<file path="config.mk">
export PLATFORM = sky130hd
export DESIGN_NAME = sqrt16_flat
export DESIGN_NICKNAME = d
export VERILOG_FILES = /design/src/rtl/sqrt16_if.sv /design/src/rtl/sqrt16.sv /design/src/flat_wrapper.sv
export SDC_FILE = /design/constraint.sdc
export NUM_CORES = 1
export LEC_CHECK = 0
export ABC_AREA = 1
export CORE_UTILIZATION = 59
export CTS_BUF_LIST = sky130_fd_sc_hd__clkbuf_4 sky130_fd_sc_hd__clkbuf_8
export CTS_CLUSTER_DIAMETER = 150
export DETAILED_ROUTE_END_ITERATION = 7
export MAX_ROUTING_LAYER = met4
export PLACE_DENSITY = 0.79
export SYNTH_ARGS = -nofsm -noshare
export SYNTH_HDL_FRONTEND = slang
export SYNTH_SLANG_ARGS = --single-unit
</file>
<file path="constraint.sdc">
create_clock -name clk -period 2.3 [get_ports clk]
set_input_delay 0.69 -clock clk [delete_from_list [all_inputs] [get_ports clk]]
set_output_delay 0.69 -clock clk [all_outputs]
set_load 0.01 [all_outputs]
</file>
<file path="src/rtl/sqrt16_if.sv">
// Operand/result bundle for the sqrt16 root extractor.
// The master drives din/iv; the slave returns dout/ov.
interface sqrt16_if;
  logic [31:0] din;
  logic        iv;
  logic [15:0] dout;
  logic        ov;

  modport master (output din, output iv, input dout, input ov);
  modport slave  (input din, input iv, output dout, output ov);
endinterface

</file>
<file path="src/rtl/sqrt16.sv">
// Unsigned floor(sqrt) of a 32-bit radicand, restoring digit-by-digit.
// Produces one root bit per clock, 16 clocks from accept to ov.
//
// state | meaning
// ------+--------------------------------------------------------------
// IDLE  | not busy; accepts an iv strobe and latches din
// RUN   | busy; one root bit per clock, iv ignored, last step raises ov
module sqrt16 (
  input  logic      clk,
  input  logic      rst_n,
  sqrt16_if.slave   bus
);

  typedef enum logic {IDLE, RUN} state_e;

  state_e      state_q, state_d;
  logic [3:0]  cnt_q,   cnt_d;
  logic [31:0] op_q,    op_d;
  logic [17:0] rem_q,   rem_d;
  logic [15:0] root_q,  root_d;
  logic [15:0] dout_q,  dout_d;
  logic        ov_q,    ov_d;

  logic [17:0] rem_sh;
  logic [17:0] trial;
  logic        fits;
  logic [15:0] root_step;

  always_ff @(posedge clk or negedge rst_n) begin
    if (!rst_n) begin
      state_q <= IDLE;
      cnt_q   <= '0;
      op_q    <= '0;
      rem_q   <= '0;
      root_q  <= '0;
      dout_q  <= '0;
      ov_q    <= 1'b0;
    end else begin
      state_q <= state_d;
      cnt_q   <= cnt_d;
      op_q    <= op_d;
      rem_q   <= rem_d;
      root_q  <= root_d;
      dout_q  <= dout_d;
      ov_q    <= ov_d;
    end
  end

  // A set bit in rem_q[17:16] means the shifted remainder already exceeds
  // any 18-bit trial value, so the subtraction is taken regardless.
  always_comb begin
    rem_sh    = {rem_q[15:0], op_q[31:30]};
    trial     = {root_q, 2'b01};
    fits      = (rem_q[17:16] != 2'b00) || (rem_sh >= trial);
    root_step = {root_q[14:0], fits};
  end

  always_comb begin
    state_d = state_q;
    cnt_d   = cnt_q;
    op_d    = op_q;
    rem_d   = rem_q;
    root_d  = root_q;
    dout_d  = dout_q;
    ov_d    = 1'b0;

    case (state_q)
      IDLE: begin
        if (bus.iv) begin
          op_d    = bus.din;
          rem_d   = '0;
          root_d  = '0;
          cnt_d   = 4'd15;
          state_d = RUN;
        end
      end
      RUN: begin
        op_d   = {op_q[29:0], 2'b00};
        rem_d  = fits ? (rem_sh - trial) : rem_sh;
        root_d = root_step;
        cnt_d  = cnt_q - 4'd1;
        if (cnt_q == 4'd0) begin
          dout_d  = root_step;
          ov_d    = 1'b1;
          state_d = IDLE;
        end
      end
      default: state_d = IDLE;
    endcase
  end

  assign bus.dout = dout_q;
  assign bus.ov   = ov_q;

endmodule

</file>
<file path="src/flat_wrapper.sv">
// flat-port wrapper written by rule: the top's interface ports become plain ports
module sqrt16_flat 
  (clk, rst_n, bus_din, bus_iv, bus_dout, bus_ov);
  sqrt16_if bus_i ();
  input  logic clk;
  input  logic rst_n;
  input wire logic [$bits(bus_i.din)-1:0] bus_din;
  input wire logic [$bits(bus_i.iv)-1:0] bus_iv;
  output wire logic [$bits(bus_i.dout)-1:0] bus_dout;
  output wire logic [$bits(bus_i.ov)-1:0] bus_ov;
  assign bus_i.din = bus_din;
  assign bus_i.iv = bus_iv;
  assign bus_dout = bus_i.dout;
  assign bus_ov = bus_i.ov;
  sqrt16 u_core (.clk(clk), .rst_n(rst_n), .bus(bus_i));
endmodule
</file>
# Word-level counts from Yosys, hierarchy flattened

Cells that the tools add are included.

Register bits after elaboration: 88
Bits in latches: 0
Bits in writable memories: 0
Memory bits (read-only): 0
Output and inout port bits: 17
Word-level logic and storage cells: 30
Memories kept: 0

Add/subtract/negate cells: 2
Multiply operators: 0
Divide/modulo/power cells: 0
Order comparisons: 1
Eq/ne operators: 1
Shift-type cells: 0
Mux-type cells: 14
Bitwise gates (word level): 1
Reductions and logical operators: 4

Operator list:

| kind                                                                | number |
|---|---|
| 32-bit one-hot mux with 2 select lines                              | 1 |
| 18-bit two-way mux                                                  | 2 |
| 18-bit one-hot mux with 2 select lines                              | 1 |
| 32-bit two-way mux                                                  | 1 |
| 16-bit one-hot mux with 2 select lines                              | 1 |
| 18-bit greater-or-equal comparator                                  | 1 |
| 18-bit subtractor                                                   | 1 |
| 16-bit two-way mux                                                  | 1 |
| 4-bit one-hot mux with 2 select lines                               | 1 |
| 4-bit logical NOT                                                   | 1 |
| 1-bit two-way mux                                                   | 4 |
| 4-bit two-way mux                                                   | 1 |
| 4-bit by 1-bit subtractor with 4-bit output (second input constant) | 1 |
| 2-bit inequality test (second input constant)                       | 1 |
| 1-bit one-hot mux with 2 select lines                               | 1 |
| 2-bit AND reduction                                                 | 1 |
| 2-bit nonzero test                                                  | 1 |
| 1-bit logical OR                                                    | 1 |
| 1-bit NOT                                                           | 1 |

# Logic depth before layout (Yosys ltp)

Gate-level depths: netlist of run 1.

Word-level depth: 4
Gate-level depth with buffers: 14
Gate-level depth less buffers: 14

# Worst setup path before layout of run 1

OpenSTA, ideal clock, no wires.

Kind: register to register
From: register u_core.root_q[6]
To: register u_core.rem_q[4]
Setup time: 115 ps
Arrival time: 1642 ps
Data required time: 2185 ps
Path slack: 543 ps
Cell stages (with the launch flop): 14
Buffers on the path: 1
Clock period less this slack: 1757 ps
Cell sequence: dfrtp_1 > inv_1 > ha_1 > nand2_2 > inv_2 > nand2_2 > nor2_2 > nand3_2 > nand3_2 > nor2_4 > buf_4 > nand3b_1 > nand3_2 > nand2_2

Word-level cells in the longest chain between the ends: 4

Ends and longest elaborated chain:

| element                                | RTL line     | text |
|---|---|---|
| start, declared                        | sqrt16.sv:20 | `logic [15:0] root_q, root_d;` |
| start signal, assigned                 | sqrt16.sv:43 | `root_q <= root_d;` |
| 18-bit greater-or-equal comparator     | sqrt16.sv:54 | `fits = (rem_q[17:16] != 2'b00) \|\| (rem_sh >= trial);` |
| 1-bit logical OR                       | sqrt16.sv:54 |  |
| 18-bit two-way mux                     | sqrt16.sv:79 | `rem_d = fits ? (rem_sh - trial) : rem_sh;` |
| 18-bit one-hot mux with 2 select lines | sqrt16.sv:67 | `case (state_q)` |
| end signal, assigned                   | sqrt16.sv:42 | `rem_q <= rem_d;` |
| end, declared                          | sqrt16.sv:19 | `logic [17:0] rem_q, rem_d;` |

Every way passes these cells.
A chain may end at the register's enable or synchronous reset.

# Worst setup path in the final report of run 1

From: register u_core.root_q[10]
To: register u_core.rem_q[17]

Word-level cells in the longest chain between the ends: 4

Ends and longest elaborated chain:

| element                                  | RTL line |
|---|---|
| 18-bit greater-or-equal comparator       | sqrt16.sv:54 |
| 1-bit logical OR                         | sqrt16.sv:54 |
| 18-bit two-way mux *                     | sqrt16.sv:79 |
| 18-bit one-hot mux with 2 select lines * | sqrt16.sv:67 |

Mark *: on every way between the ends. The rest lies on a longest branch, timed or not.

==> results of run 1 <==
-- through the flow --
| stage | instance area, um2 | setup slack [ps] | cells |
|---|---|---|---|
| after global routing | 5870 | 9.82 | 807 |
| after detailed placement | 5680 | 167 | 791 |
| after global placement | 5680 | 218 | 791 |
| after floorplan | 5040 | 543 | 647 |
| after CTS | 5870 | 219 | 807 |
| final | 5870 | 212 | 807 |
-- per-layer routing --
metal	wire (um)	share of wire [%]	track usage [%]
met4	160	1.4	9.87
met1	5160	47	38.4
met2	5150	47	41.7
met3	606	5.5	4.35
met5	0	0	-
-- report_power, final --
part	internal (W)	switching [W]	total, W
Sequential	0.00233	0.000388	0.00272
Clock	0.000440	0.000567	0.00101
Combinational	0.00252	0.00383	0.00635
Total	0.00529	0.00478	0.0101
-- worst max-delay path by stage --
stage / endpoint / depth (start not counted) / slack [ps] / startpoint
5_1_grt: u_core.rem_q[12]$_DFFE_PN0P_ / 14 / 10 / u_core.root_q[10]$_DFFE_PN0P_
2_1_floorplan: u_core.rem_q[4]$_DFFE_PN0P_ / 13 / 540 / u_core.root_q[6]$_DFFE_PN0P_
3_3_place_gp: u_core.root_q[12]$_DFFE_PN0P_ / 6 / 220 / bus_iv
6_report: u_core.rem_q[17]$_DFFE_PN0P_ / 14 / 210 / u_core.root_q[10]$_DFFE_PN0P_
3_5_place_dp: u_core.root_q[1]$_DFFE_PN0P_ / 6 / 170 / bus_iv
4_1_cts: u_core.rem_q[17]$_DFFE_PN0P_ / 14 / 220 / u_core.root_q[10]$_DFFE_PN0P_
-- cell type report --
type | instances | area, um2
clock buffers | 11 | 145
repair buffers | 65 | 651
multi-input cells | 453 | 2400
well taps | 105 | 131
flip-flops and latches | 88 | 2200
fillers | 646 | 2390
clock inverters | 5 | 40.0
inverters | 80 | 300
-- critical path, cell delays in order (launching register included) --
cell and delay [ps]:
dfrtp_1 380, inv_1 140, ha_1 310, nand2_1 140, inv_2 40, nand2_1 60
nand2_1 70, nand2_1 80, nand3_2 110, nor2_4 170, nand2_8 160, nand2_4 150
nand2_1 60, nand2_1 60, nand2_1 50
-- logic make-up (layout without fill, tap and decap cells) --
group                      Yosys count  count (layout)
AOI/OAI and AO/OA                  124             124
xor gates and xnor gates             9               9
adders and majority gates           20              20
buffers and inverters              106             161
DFF                                 88              88
and+or+nand+nor                    300             300
-- registers in the layout, indices dropped and copies added, names as in the netlist --
register,count
u_core.state_q,1
u_core.op_q,32
u_core.cnt_q,4
u_core.bus.ov,1
u_core.root_q,16
u_core.rem_q,18
u_core.bus.dout,16
-- cells in the final DEF, fill, tap and decap left out, types with 4 or more instances in the layout --
cell type,Yosys,routed
o21ai_0,36,36
nor2_1,27,27
clkdlybuf4s50_1,0,50
nand3b_1,15,15
o22ai_1,15,15
nor3_1,7,7
ha_1,20,20
inv_2,4,4
nand3_2,10,10
clkbuf_8,0,10
buf_4,1,12
nand3_1,20,20
xnor2_1,6,6
dfrtp_1,88,88
nand2_1,187,187
a21oi_1,69,69
inv_1,74,74
nand2_2,22,22
==> out/metrics.yaml, run 1 <==
status: "finished, final reports clean"
start_util_pct: 61.0
crit_fanout: 19
clkTransAtPathRegs_ps: 90
cts_hold_buf: 0
worstPathRequired_ps: 2550
postCtsSetupBuffers: 0
synthSimpleGateAreaFrac_pct: 28.2
fin_tns_setup_ps: 0
routed_wl_mm: 11.1
area_growth_pct: 16.5
viasPerCell: 5.47
synth_top_area_share_pct: 43.7
relSlewSlack_pct: 60.2
grt_pass1_wl_mm: 18.5
clk_latency_ps: 360
r2r-start: "u_core.root_q[10]$_DFFE_PN0P_"
drt_iter0_drc: 271
avgRoutedWirePerCell_um: 13.7
p_per_area_nw_per_um2: 1720
antenna_found_initial: 0
drc: 0
max_freq_mhz: 479
synth_async_sr_flop_share_pct: 100
final_core_util_pct: 71.1
clock_tree.buffer_depth: 2
clock_skew_ps: 7.96
drt_pass1_iterations: 4
period_share_pct: 90.8
synth_compound_area_share_pct: 12.9
crit_type: "reg2reg"
rrSetupSlack_ps: 210
synthMuxAreaShare_pct: 0
place_congestion: 0.961
rsz0062_at_grt: "false"
vias: 4416
synth_warnings: 0
total_power_w: 0.0101
dieWidth_um: 94.4
syn_area_per_cell_um2: 7.79
ios: 52
worstPathArrival_ps: 2340
grt_overflow: 0
cts_made_buffers: 9
synthTopCellsByCount: "187 x nand2_1, 88 x dfrtp_1, 74 x inv_1"
grtUsageTotal_pct: 27.8
synth_nets: 702
synth-edff-count: 0
yosys.cell_count.top_type: "nand2_1"
portBuffers: 51
synth_area_leader_cell: "dfrtp_1"
fin_crit_ps: 2090
synthTopCellsByArea: "dfrtp_1 44%, nand2_1 14%, a21oi_1 6.9%"
h-tree-depth: 3
syn_inst: 647
design.core.area_um2: 8260
cts_tree: "yes"
maxCapViolations: 0
drive_gt1_share_pct: 10.8
syn_area_um2: 5040
hold_ws_ps: 285
hpwl_mm: 8.10
worst_r2r_endpoint: "u_core.rem_q[17]$_DFFE_PN0P_"
num_antenna_cells: 0
synth_xor_area_share_pct: 1.56
grt_max_degree: 54
synth_top_family_by_area: "simple AND/OR/NAND/NOR gates"
tightest_slew_ps: 597
hold_viol: 0
synth-seq-cells: 88
rr_worst_depth: 14
ant_nets: 0
die_area_um2: 8910
hold_path_class: "in2async"
finalMaxSlewViolations: 0
num_rows: 33
synth_fa_ha_area_share_pct: 4.97
cts-root-buf: "clkbuf_8"
ctsResizeCount: 0
dieHeight_um: 94.4
cp-start-kind: "flip-flop"
ys.flop_type: "dfrtp_1"
peakVddDrop_uv: 794
leakage_nw: 2.93
numClockSinks: 88
setup_viol: 0
fin_nets: 752
critPathCaptureType: "flip-flop"
grt_pass1_vias: 4031
ys_types: 34
synth_sequential_area_ratio_pct: 43.7
Power figures use the tool's default switching activity.
==> inputs of run 2 (changes only) <==
- CORE_MARGIN: default -> 2
- CTS_CLUSTER_DIAMETER: 150 -> 30
==> out/metrics.yaml, run 2 (synthesis gave the netlist of run 1 again) <==
avgRoutedWirePerCell_um: 14.1
worstPathArrival_ps: 2310
largest_register: "u_core.op_q"
routed_wl_mm: 11.3
setup_viol: 0
cp-start-kind: "flip-flop"
h-tree-depth: 3
drt_pass1_iterations: 5
antenna_found_initial: 0
numClockSinks: 88
postCtsSetupBuffers: 0
status: "finished, final reports clean"
place_congestion: 0.966
critPathCaptureType: "flip-flop"
grt_max_degree: 54
worstPathRequired_ps: 2550
crit_type: "reg2reg"
cts_tree: "yes"
final_cell_mix: "187 x nand2_1, 88 x dfrtp_1, 74 x inv_1, 69 x a21oi_1, 50 x clkdlybuf4s50_1"
maxCapViolations: 0
rr_worst_depth: 14
hold_path_class: "in2async"
layout_commonest_cell: "nand2_1"
tightest_slew_ps: 718
portBuffers: 51
ant_nets: 0
hold_ws_ps: 169
rsz0062_at_grt: "false"
rrSetupSlack_ps: 240
relSlewSlack_pct: 52.1
num_rows: 33
design.core.area_um2: 8260
grt_pass1_vias: 4045
grtUsageTotal_pct: 26.7
place_area_um2: 5680
crit_fanout: 19
fin_nets: 750
fin_tns_setup_ps: 0
drc: 0
drt_iter0_drc: 243
finalMaxSlewViolations: 0
clk_latency_ps: 360
p_per_area_nw_per_um2: 1730
viasPerCell: 5.43
ios: 52
peakVddDrop_uv: 1030
drive_gt1_share_pct: 10.6
clkTransAtPathRegs_ps: 90
period_share_pct: 89.7
worst_r2r_endpoint: "u_core.rem_q[16]$_DFFE_PN0P_"
cts_made_buffers: 9
leakage_nw: 2.95
clock_tree.buffer_depth: 2
die_area_um2: 9290
grt_pass1_wl_mm: 18.7
area_growth_pct: 17.0
dieHeight_um: 96.4
largest_reg_flops: 32
cts-root-buf: "clkbuf_8"
dieWidth_um: 96.4
cp-startpoint: "u_core.root_q[12]$_DFFE_PN0P_"
reg_top3: "u_core.op_q (32), u_core.rem_q (18)"
endpoint: "u_core.rem_q[16]$_DFFE_PN0P_"
num_antenna_cells: 0
clock_skew_ps: 9.34
cts_hold_buf: 0
ctsResizeCount: 0
max_freq_mhz: 485
hpwl_mm: 8.05
vias: 4370
grt_overflow: 0
final_cell_area_um2: 5900
fin_crit_ps: 2060
r2r-start: "u_core.root_q[12]$_DFFE_PN0P_"
hold_viol: 0
start_util_pct: 61.0
## run 2: worst min path at each step
stage                                      endpoint  slack, ps  cells past startpoint
global placement         u_core.op_q[1]$_DFFE_PN0P_        460                      2
global route        u_core.bus.dout[13]$_DFFE_PN0P_        160                      1
finish               u_core.bus.dout[4]$_DFFE_PN0P_        170                      1
floorplan            u_core.bus.dout[0]$_DFFE_PN0P_        390                      0
CTS                 u_core.bus.dout[13]$_DFFE_PN0P_        170                      1
detailed placement       u_core.op_q[1]$_DFFE_PN0P_        460                      2
## run 2: power breakdown
| group | total (W) | switching [W] | internal (W) |
|---|---|---|---|
| sequential | 0.00272 | 0.000389 | 0.00233 |
| combinational | 0.00633 | 0.00384 | 0.00250 |
| clock | 0.00115 | 0.000582 | 0.000568 |
| total | 0.0102 | 0.00481 | 0.00539 |
## run 2: routing by layer
metal	vias up	global-route usage, %	part of all wire [%]
met4	0	6.10	0.68
li1	2168	-	-
met2	117	41.3	47
met3	10	4.65	4.7
met5	-	-	0
met1	2075	37.1	47
## run 2: cell type report
type | instances | area [um2]
repair buffers | 63 | 648
fillers | 708 | 2360
inverters | 80 | 300
multi-input cells | 453 | 2400
clock inverters | 5 | 62.6
clock buffers | 11 | 151
flip-flops and latches | 88 | 2200
well taps | 105 | 131
## run 2: critical path, stage by stage (launching register included)
cell	delay (ps)
dfrtp_1	360
inv_1	130
ha_1	330
nand2_1	150
inv_1	70
nand2_1	90
nor2_2	50
nand3_2	60
nand3_2	70
nor2_4	160
nand2_8	160
nand2_4	140
nand2_1	60
nand2_1	60
nand2_1	50
## run 2: stage by stage
stage	setup WS [ps]	instances	power (W)	utilization [%]
6_report	238	805	0.0102	71.4
5_1_grt	66.0	805	0.0112	71.4
4_1_cts	240	805	0.0102	71.4
3_5_place_dp	143	789	0.00902	68.8
3_3_place_gp	200	789	0.00878	68.8
2_1_floorplan	543	647	0.00752	-
==> inputs of run 3 (changes only) <==
- CAP_MARGIN: default -> 40
==> results of run 3 <==
No change in the layout: final DEF, timing and power equal those of run 2.
